<file path="src/rtl/layer_mac_seq.sv">
// Time-multiplexed fully-connected layer: N_OUT step-activated neurons over N_IN unsigned inputs,
// one shared saturating MAC and an internal signed weight register file with a readback port.
module layer_mac_seq #(
    parameter int        N_IN   = 10,
    parameter int        N_OUT  = 5,
    parameter int        DW     = 10,
    parameter int        ACC_W  = 24,
    parameter int signed THRESH = 0,
    parameter int        AW     = $clog2(N_IN * N_OUT)
) (
    input  logic                  Clock,
    input  logic                  Rst,
    input  logic                  Start,
    input  logic [N_IN*DW-1:0]    InVal,
    input  logic                  WE,
    input  logic [AW-1:0]         WAddr,
    input  logic [DW-1:0]         WData,
    input  logic [AW-1:0]         RAddr,
    output logic [DW-1:0]         RData,
    output logic                  Busy,
    output logic                  Done,
    output logic [N_OUT-1:0]      OutVal
);

    localparam int N_W = N_IN * N_OUT;
    localparam int IW  = (N_IN  > 1) ? $clog2(N_IN)  : 1;
    localparam int JW  = (N_OUT > 1) ? $clog2(N_OUT) : 1;
    localparam int PW  = 2 * DW + 1;
    localparam int SW  = ((ACC_W > PW) ? ACC_W : PW) + 1;

    localparam logic signed [SW-1:0]    SAT_MAX  = {{(SW-ACC_W+1){1'b0}}, {(ACC_W-1){1'b1}}};
    localparam logic signed [SW-1:0]    SAT_MIN  = {{(SW-ACC_W+1){1'b1}}, {(ACC_W-1){1'b0}}};
    localparam logic signed [ACC_W-1:0] THRESH_V = ACC_W'(THRESH);

    localparam logic [1:0] S_IDLE = 2'd0;
    localparam logic [1:0] S_MAC  = 2'd1;
    localparam logic [1:0] S_DONE = 2'd2;

    // Clamp a full-precision sum into the accumulator range instead of wrapping.
    function automatic logic signed [ACC_W-1:0] saturate(input logic signed [SW-1:0] v);
        logic signed [ACC_W-1:0] r;
        if (v > SAT_MAX) begin
            r = SAT_MAX[ACC_W-1:0];
        end else if (v < SAT_MIN) begin
            r = SAT_MIN[ACC_W-1:0];
        end else begin
            r = v[ACC_W-1:0];
        end
        return r;
    endfunction

    logic [1:0]              state_r;
    logic                    busy_r;
    logic                    done_r;
    logic [N_OUT-1:0]        outval_r;
    logic [N_OUT-1:0]        ov_next_r;
    logic [DW-1:0]           in_r [N_IN];
    logic signed [DW-1:0]    w_r [N_W];
    logic [DW-1:0]           rdata_r;
    logic signed [ACC_W-1:0] acc_r;
    logic [IW-1:0]           cnt_i_r;
    logic [JW-1:0]           cnt_j_r;
    logic [AW-1:0]           widx_r;

    logic signed [PW-1:0]    op_in_s;
    logic signed [PW-1:0]    op_w_s;
    logic signed [PW-1:0]    prod_s;
    logic signed [SW-1:0]    sum_s;
    logic signed [ACC_W-1:0] acc_sat_s;
    logic                    fire_s;
    logic [N_OUT-1:0]        ov_merged_s;
    logic                    last_i_s;
    logic                    last_j_s;
    logic                    wr_ok_s;
    logic                    rd_ok_s;

    // MAC datapath, activation and address qualification.
    always_comb begin
        op_in_s     = PW'($signed({1'b0, in_r[cnt_i_r]}));
        op_w_s      = PW'(w_r[widx_r]);
        prod_s      = op_in_s * op_w_s;
        sum_s       = SW'(acc_r) + SW'(prod_s);
        acc_sat_s   = saturate(sum_s);
        fire_s      = (acc_sat_s > THRESH_V);
        ov_merged_s = ov_next_r;
        ov_merged_s[cnt_j_r] = fire_s;
        last_i_s    = (cnt_i_r == IW'(N_IN - 1));
        last_j_s    = (cnt_j_r == JW'(N_OUT - 1));
        wr_ok_s     = (state_r == S_IDLE) && WE && (32'(WAddr) < 32'(N_W));
        rd_ok_s     = (32'(RAddr) < 32'(N_W));
    end

    // Sequencer: IDLE -> MAC (one product per cycle) -> DONE -> IDLE.
    always_ff @(posedge Clock) begin
        if (Rst) begin
            state_r   <= S_IDLE;
            busy_r    <= 1'b0;
            done_r    <= 1'b0;
            outval_r  <= '0;
            ov_next_r <= '0;
            acc_r     <= '0;
            cnt_i_r   <= '0;
            cnt_j_r   <= '0;
            widx_r    <= '0;
            for (int k = 0; k < N_IN; k++) begin
                in_r[k] <= '0;
            end
        end else begin
            done_r <= 1'b0;
            case (state_r)
                S_IDLE: begin
                    if (Start) begin
                        for (int k = 0; k < N_IN; k++) begin
                            in_r[k] <= InVal[k*DW +: DW];
                        end
                        acc_r   <= '0;
                        cnt_i_r <= '0;
                        cnt_j_r <= '0;
                        widx_r  <= '0;
                        busy_r  <= 1'b1;
                        state_r <= S_MAC;
                    end else begin
                        busy_r <= 1'b0;
                    end
                end
                S_MAC: begin
                    if (last_i_s) begin
                        acc_r     <= '0;
                        cnt_i_r   <= '0;
                        ov_next_r <= ov_merged_s;
                        if (last_j_s) begin
                            cnt_j_r  <= '0;
                            widx_r   <= '0;
                            outval_r <= ov_merged_s;
                            done_r   <= 1'b1;
                            state_r  <= S_DONE;
                        end else begin
                            cnt_j_r <= cnt_j_r + JW'(1);
                            widx_r  <= widx_r + AW'(1);
                        end
                    end else begin
                        acc_r   <= acc_sat_s;
                        cnt_i_r <= cnt_i_r + IW'(1);
                        widx_r  <= widx_r + AW'(1);
                    end
                end
                S_DONE: begin
                    busy_r  <= 1'b0;
                    state_r <= S_IDLE;
                end
                default: begin
                    busy_r  <= 1'b0;
                    state_r <= S_IDLE;
                end
            endcase
        end
    end

    // Weight register file; writes only land while idle and in range.
    always_ff @(posedge Clock) begin
        if (Rst) begin
            for (int k = 0; k < N_W; k++) begin
                w_r[k] <= '0;
            end
        end else if (wr_ok_s) begin
            w_r[WAddr] <= WData;
        end else begin
            w_r[0] <= w_r[0];
        end
    end

    // Registered readback; a same-cycle write is not forwarded.
    always_ff @(posedge Clock) begin
        if (Rst) begin
            rdata_r <= '0;
        end else if (rd_ok_s) begin
            rdata_r <= w_r[RAddr];
        end else begin
            rdata_r <= '0;
        end
    end

    assign RData  = rdata_r;
    assign Busy   = busy_r;
    assign Done   = done_r;
    assign OutVal = outval_r;

endmodule

</file>
<file path="config.mk">
export PLATFORM = sky130hd
export DESIGN_NAME = layer_mac_seq
export DESIGN_NICKNAME = d
export VERILOG_FILES = /design/src/rtl/layer_mac_seq.sv
export SDC_FILE = /design/constraint.sdc
export NUM_CORES = 2
export LEC_CHECK = 0
export CAP_MARGIN = 20
export CORE_MARGIN = 3
export CORE_UTILIZATION = 56
export DETAILED_ROUTE_END_ITERATION = 16
export HOLD_SLACK_MARGIN = 0.02
export PLACE_DENSITY = 0.73
export SYNTH_ARGS = -nofsm -noshare
export SYNTH_HDL_FRONTEND = slang
export SYNTH_SLANG_ARGS = --single-unit
</file>
<file path="constraint.sdc">
create_clock -name Clock -period 8.6 [get_ports Clock]
set_input_delay 1.72 -clock Clock [delete_from_list [all_inputs] [get_ports Clock]]
set_output_delay 1.72 -clock Clock [all_outputs]
set_load 0.05 [all_outputs]
</file>
== After elaboration in Yosys (flattened, before gate mapping) ==
Memory sizes are Yosys's and may differ from the RTL's. A register that Yosys moved wholly into a read port is not among the register bits.
Cells that the tools add are included.
Cells by class
  bitwise operators: 14
  mux-type cells: 55
  order comparisons: 7
  multipliers: 1
  add/sub/neg operators: 4
  equality and inequality tests: 7
  reductions and logical operators: 14
Operators by type and width (count)
  10-bit 2-to-1 mux: 12
  24-bit 2-to-1 mux: 4
  24-bit one-hot mux with 2 select lines: 1
  6-bit 2-to-1 mux: 6
  24-bit by 21-bit adder with 25-bit output: 1
  25-bit by 24-bit greater-than comparator with 1-bit output, second input constant: 1
  25-bit by 24-bit less-than comparator with 1-bit output, second input constant: 1
  24-bit by 1-bit greater-than comparator with 1-bit output, second input constant: 1
  11-bit by 10-bit multiplier with 21-bit output: 1
  4-bit 2-to-1 mux: 4
  1-bit 2-to-1 mux: 15
  6-bit less-than comparator, second input constant: 2
  6-bit one-hot mux with 2 select lines: 1
  1-bit OR: 11
  10-bit OR reduction: 1
  3-bit 2-to-1 mux: 3
  3-bit AND reduction: 3
  4-bit one-hot mux with 2 select lines: 1
  6-bit by 1-bit adder with 6-bit output, second input constant: 1
  2-bit 2-to-1 mux: 3
  2-bit inequality test, second input constant: 3
  3-bit one-hot mux with 2 select lines: 1
  2-bit AND reduction: 3
  5-bit bitwise mux: 1
  17 further kinds: 21
Storage, ports and cells
  logic and storage cells: 113
  memory bits (writable): 600
  output and inout bits: 17
  memories kept: 2
  bits of input ports: 126
  register bits after elaboration: 51
Memory list
  w_r: words 50, width 10, rd ports 2, clocked after Yosys merged registers in 2, wr ports 50, line 58  | logic signed [DW-1:0] w_r [N_W];
  in_r: words 10, width 10, rd ports 1, clocked after Yosys merged registers in 1, wr ports 10, line 57  | logic [DW-1:0] in_r [N_IN];

== Logic depth before layout (Yosys ltp) ==
  depth in word-level cells: 9
  gate-level depth with buffers: 33
  depth with buffers taken out: 28

== Worst setup path after synthesis ==
OpenSTA, ideal clock, no wires.
  path kind: register -> register
  from: reg (tool-made name)
  to: reg outval_r[4], in the netlist OutVal[4]
  buffers on the path: 3
  required time: 8.464 ns
  stages on the path, launching flop included: 29
  slack: 0.253 ns
  clock period less this slack: 8.347 ns
  arrival time: 8.210 ns
  library setup time: 0.136 ns
  cells stage by stage: dfxtp_1 clkbuf_1 buf_2 buf_1 mux4_2 mux4_2 mux2_2 o21ai_1 inv_1 nand2_1 fa_1 fa_1 inv_1 fa_1 fa_1 inv_1 fa_1 inv_1 ha_1 nand3_1 nor2_2 a21boi_1 o221ai_1 o31a_1 or4_1 or4_1 o41a_1 mux2i_1 a211oi_1
RTL lines
  end signal, assigned: line 134  | outval_r <= ov_merged_s;
  end, declared: line 55  | logic [N_OUT-1:0] outval_r;

==> metrics.cfg <==
[run_status]
outcome=finished clean

[die]
die_x_um=289
pin_count=143
die_h_um=289
die_area_mm2=0.0837
rows=103
start_util_pct=56.7
fp.coreArea_mm2=0.0793

[clock_tree]
clkTransAtPathRegs_ps=60
clockBufferDepth=3
cts_root_buffer=clkbuf_16
clk_latency_ps=650
cts_tree=done
cts_buffers=86
cts.htree.levels=3
cts_sinks=811

[synth]
synth-xor-area-share_pct=0.390
synth_compound_area_share_pct=3.03
synth.area.top_cells=edfxtp_1, mux4_2, and2_1, fa_1, dfxtp_1
synth.distinct_cells=63
synthMuxAreaShare_pct=21.6
yosysTopAreaCellShare_pct=49.5
netlist_area_mm2=0.0449
synth_top_family_by_area=multiplexers
yosys.area_share.simple_pct=12.8
ys_warn_count=0
ys.flop_type=edfxtp_1
synth_edf_count=740
yosys.area.top_type=edfxtp_1
syn_avg_cell_area_um2=14.5
synth_fa_ha_area_share_pct=6.25
ys_async_sr_fraction_pct=0
syn_inst=3107
yosysSeqAreaShare_pct=52.6
ys_ff_latch=811

[drt]
first_pass_iters=5
postRouteAntennaNets=0
drc=0
routed_wl_um=120000
drt-wirelength-per-cell_um=26.6
vias_per_cell=6.24
vias=28000
drt_iter0_markers=3217

[cells_and_area]
register_area_mm2=0.0237
layout-drive-gt1-share_pct=23.8
fin_nets=3660
postLayoutCellArea_mm2=0.0519
multiInputGateArea_mm2=0.0206
fill_cells=5529
syn2layout_area_growth_pct=15.5
finalNonFillerCells=4491

[timing]
slew_headroom_pct=24.9
fin_crit_ps=8440
hold_viol_final=0
setup_violations=0
fmaxAchievable_mhz=118
fin_tns_setup_ps=0
timing_worst_slew_pin_value_ps=1120
finalClockSkew_ps=25.9
fin_crit_sh_pct=98.2
slew_viol_final=0

[critical_path]
crit_arrival_ps=8940
start_kind=flop
rr_endpoint=OutVal[4]$_SDFFE_PP0P_
rr_worst_depth=26
cp-end-kind=flop
reg2reg_slack_ps=160
cp_max_fo=8
cp.required_ps=9090
crit_type=reg2reg

[global_routing]
antenna_found_initial=4
grt_pass1_wl_um=179000
gr-usage-all-layers_pct=28.7
grt_overflow_total=0
grt_max_degree=101
grt_pass1_vias=28700

[placed_design]
placed_cells=4277
placed_cell_area_mm2=0.0481
gp_congestion=0.894
dp_hpwl_um=80400
port_buffers=142

[worst_hold_path]
hold_path.class=reg2reg
min-delay-start=OutVal[3]$_SDFFE_PP0P_
whs_path_depth=2
whs_endpoint=OutVal[3]$_SDFFE_PP0P_

[pwr]
p_leak_nw=19.3
power.density_mw_per_mm2=205
p_total_mw=10.6
max-vdd-ir-drop_v=0.000189

[job]
cap_violations=0

[routing by layer]
metal,share of wire (%),track usage [%],vias to the layer above
li1,-,-,12000
met1,37,37.4,14400
met2,50,47.9,1416
met3,8.7,5.51,259
met4,4.0,11.3,0
met5,0,0,-
[flip-flops by register name, indices dropped and copies added (netlist names), 2 cells and up, named ones only]
name and count:
RData 10, cnt_j_r 3, in_r 100, OutVal 5, state_r 2, widx_r 6
cnt_i_r 4, ov_next_r 5, w_r 640, acc_r 24
[power by group]
| group | internal [mW] | leakage [nW] | total (mW) | switching, mW |
|---|---|---|---|---|
| clock | 2.19 | 1.37 | 3.75 | 1.55 |
| sequential | 4.50 | 8.24 | 4.60 | 0.0991 |
| combinational | 1.04 | 9.72 | 2.30 | 1.26 |
[timing repair]
item                                    4_1_cts  5_1_grt
hold buffers                                  0        0
endpoints found under the hold margin         0        0
endpoints found under the setup margin        0       11
setup buffers                                 0       45
gates resized for setup                       0       66
[cells in the mapped netlist (10+ instances only)]
cell and count:
nor2_1 172, a22oi_1 14, fa_1 84, mux2_2 30, nand2_1 87, o21ai_0 22, buf_1 27, xnor2_1 10
a21oi_1 48, nor2b_1 19, mux2i_1 68, mux4_2 385, edfxtp_1 740, and2_1 605, inv_1 137, a21o_1 11
ha_1 79, nand2b_1 28, clkbuf_1 203, xor2_1 10, dfxtp_1 71, a211oi_1 24, buf_2 23, o22ai_1 16
nand3_1 10, o21ai_1 14, or2_2 56, maj3_1 14
[area by class of cell]
cell class	instances	area share, %
antenna	3	0.0145
clock buffer	111	4.51
clock inverter	44	0.907
inverter	138	0.998
multi-input combinational	2045	39.7
sequential	811	45.6
tap	1050	2.53
timing repair buffer	289	5.73
[stage by stage]
step | setup slack [ps] | hold WS, ps | util, %
6_report | 155 | 463 | 65.5
5_1_grt | -106 | 494 | 65.5
4_1_cts | 9.13 | 466 | 64.2
3_5_place_dp | 17.0 | 459 | 60.7
3_3_place_gp | 142 | 442 | 60.7
2_1_floorplan | 253 | 425 | -
[critical path: stages, from the launching register on]
cell	delay [ps]
dfxtp_4	450
buf_12	130
clkbuf_16	130
clkbuf_16	150
mux4_2	520
mux4_2	580
mux4_2	650
nand2_2	130
fa_1	440
fa_1	480
fa_1	550
inv_1	50
fa_1	470
inv_1	50
fa_1	470
inv_1	40
ha_1	310
a21oi_1	180
o22ai_1	110
a31oi_2	300
o221ai_1	170
o31a_1	130
or4_4	540
or4_1	420
o41a_1	570
mux2i_1	190
a211oi_1	90
[placed cells by master (no fill, tap or decap), types with 9 or more instances in the layout]
cell type	count
clkdlybuf4s50_1	127
mux2i_1	64
o22ai_1	16
o21ai_0	22
dfxtp_1	66
nand3_1	9
nand2_1	84
xnor2_1	10
ha_1	69
buf_2	12
mux4_2	386
nand2b_1	26
clkbuf_1	19
or2_2	56
clkbuf_16	95
buf_4	108
inv_1	137
nor2b_1	19
clkinv_2	15
nor2_1	169
bufinv_16	9
a22oi_1	14
maj3_1	14
conb_1	140
buf_12	22
mux2_2	30
and2_1	605
xor2_1	10
fa_1	80
clkinv_1	13
edfxtp_1	740
a211oi_1	24
a21oi_1	42
a21o_1	11
[logic make-up after synthesis]
group / after synthesis
flip-flops: 811
AO/OA/AOI/OAI: 202
AND/OR/NAND/NOR: 1022
XOR/XNOR: 20
buffers and inverters: 391
adder cells (fa/ha/maj): 177
other: 1
multiplexers: 483
[worst max path at each step]
stage          start                      to  slack, ps  cells after the start
2_1_floorplan   flop  OutVal[4]$_SDFFE_PP0P_        250                     28
3_3_place_gp    flop  OutVal[4]$_SDFFE_PP0P_        140                     29
3_5_place_dp    flop  OutVal[4]$_SDFFE_PP0P_         20                     27
4_1_cts         flop  OutVal[4]$_SDFFE_PP0P_          9                     29
5_1_grt         flop  OutVal[4]$_SDFFE_PP0P_       -110                     24
6_report        flop  OutVal[4]$_SDFFE_PP0P_        160                     26
No activity file was read; power rests on OpenSTA's default activity.
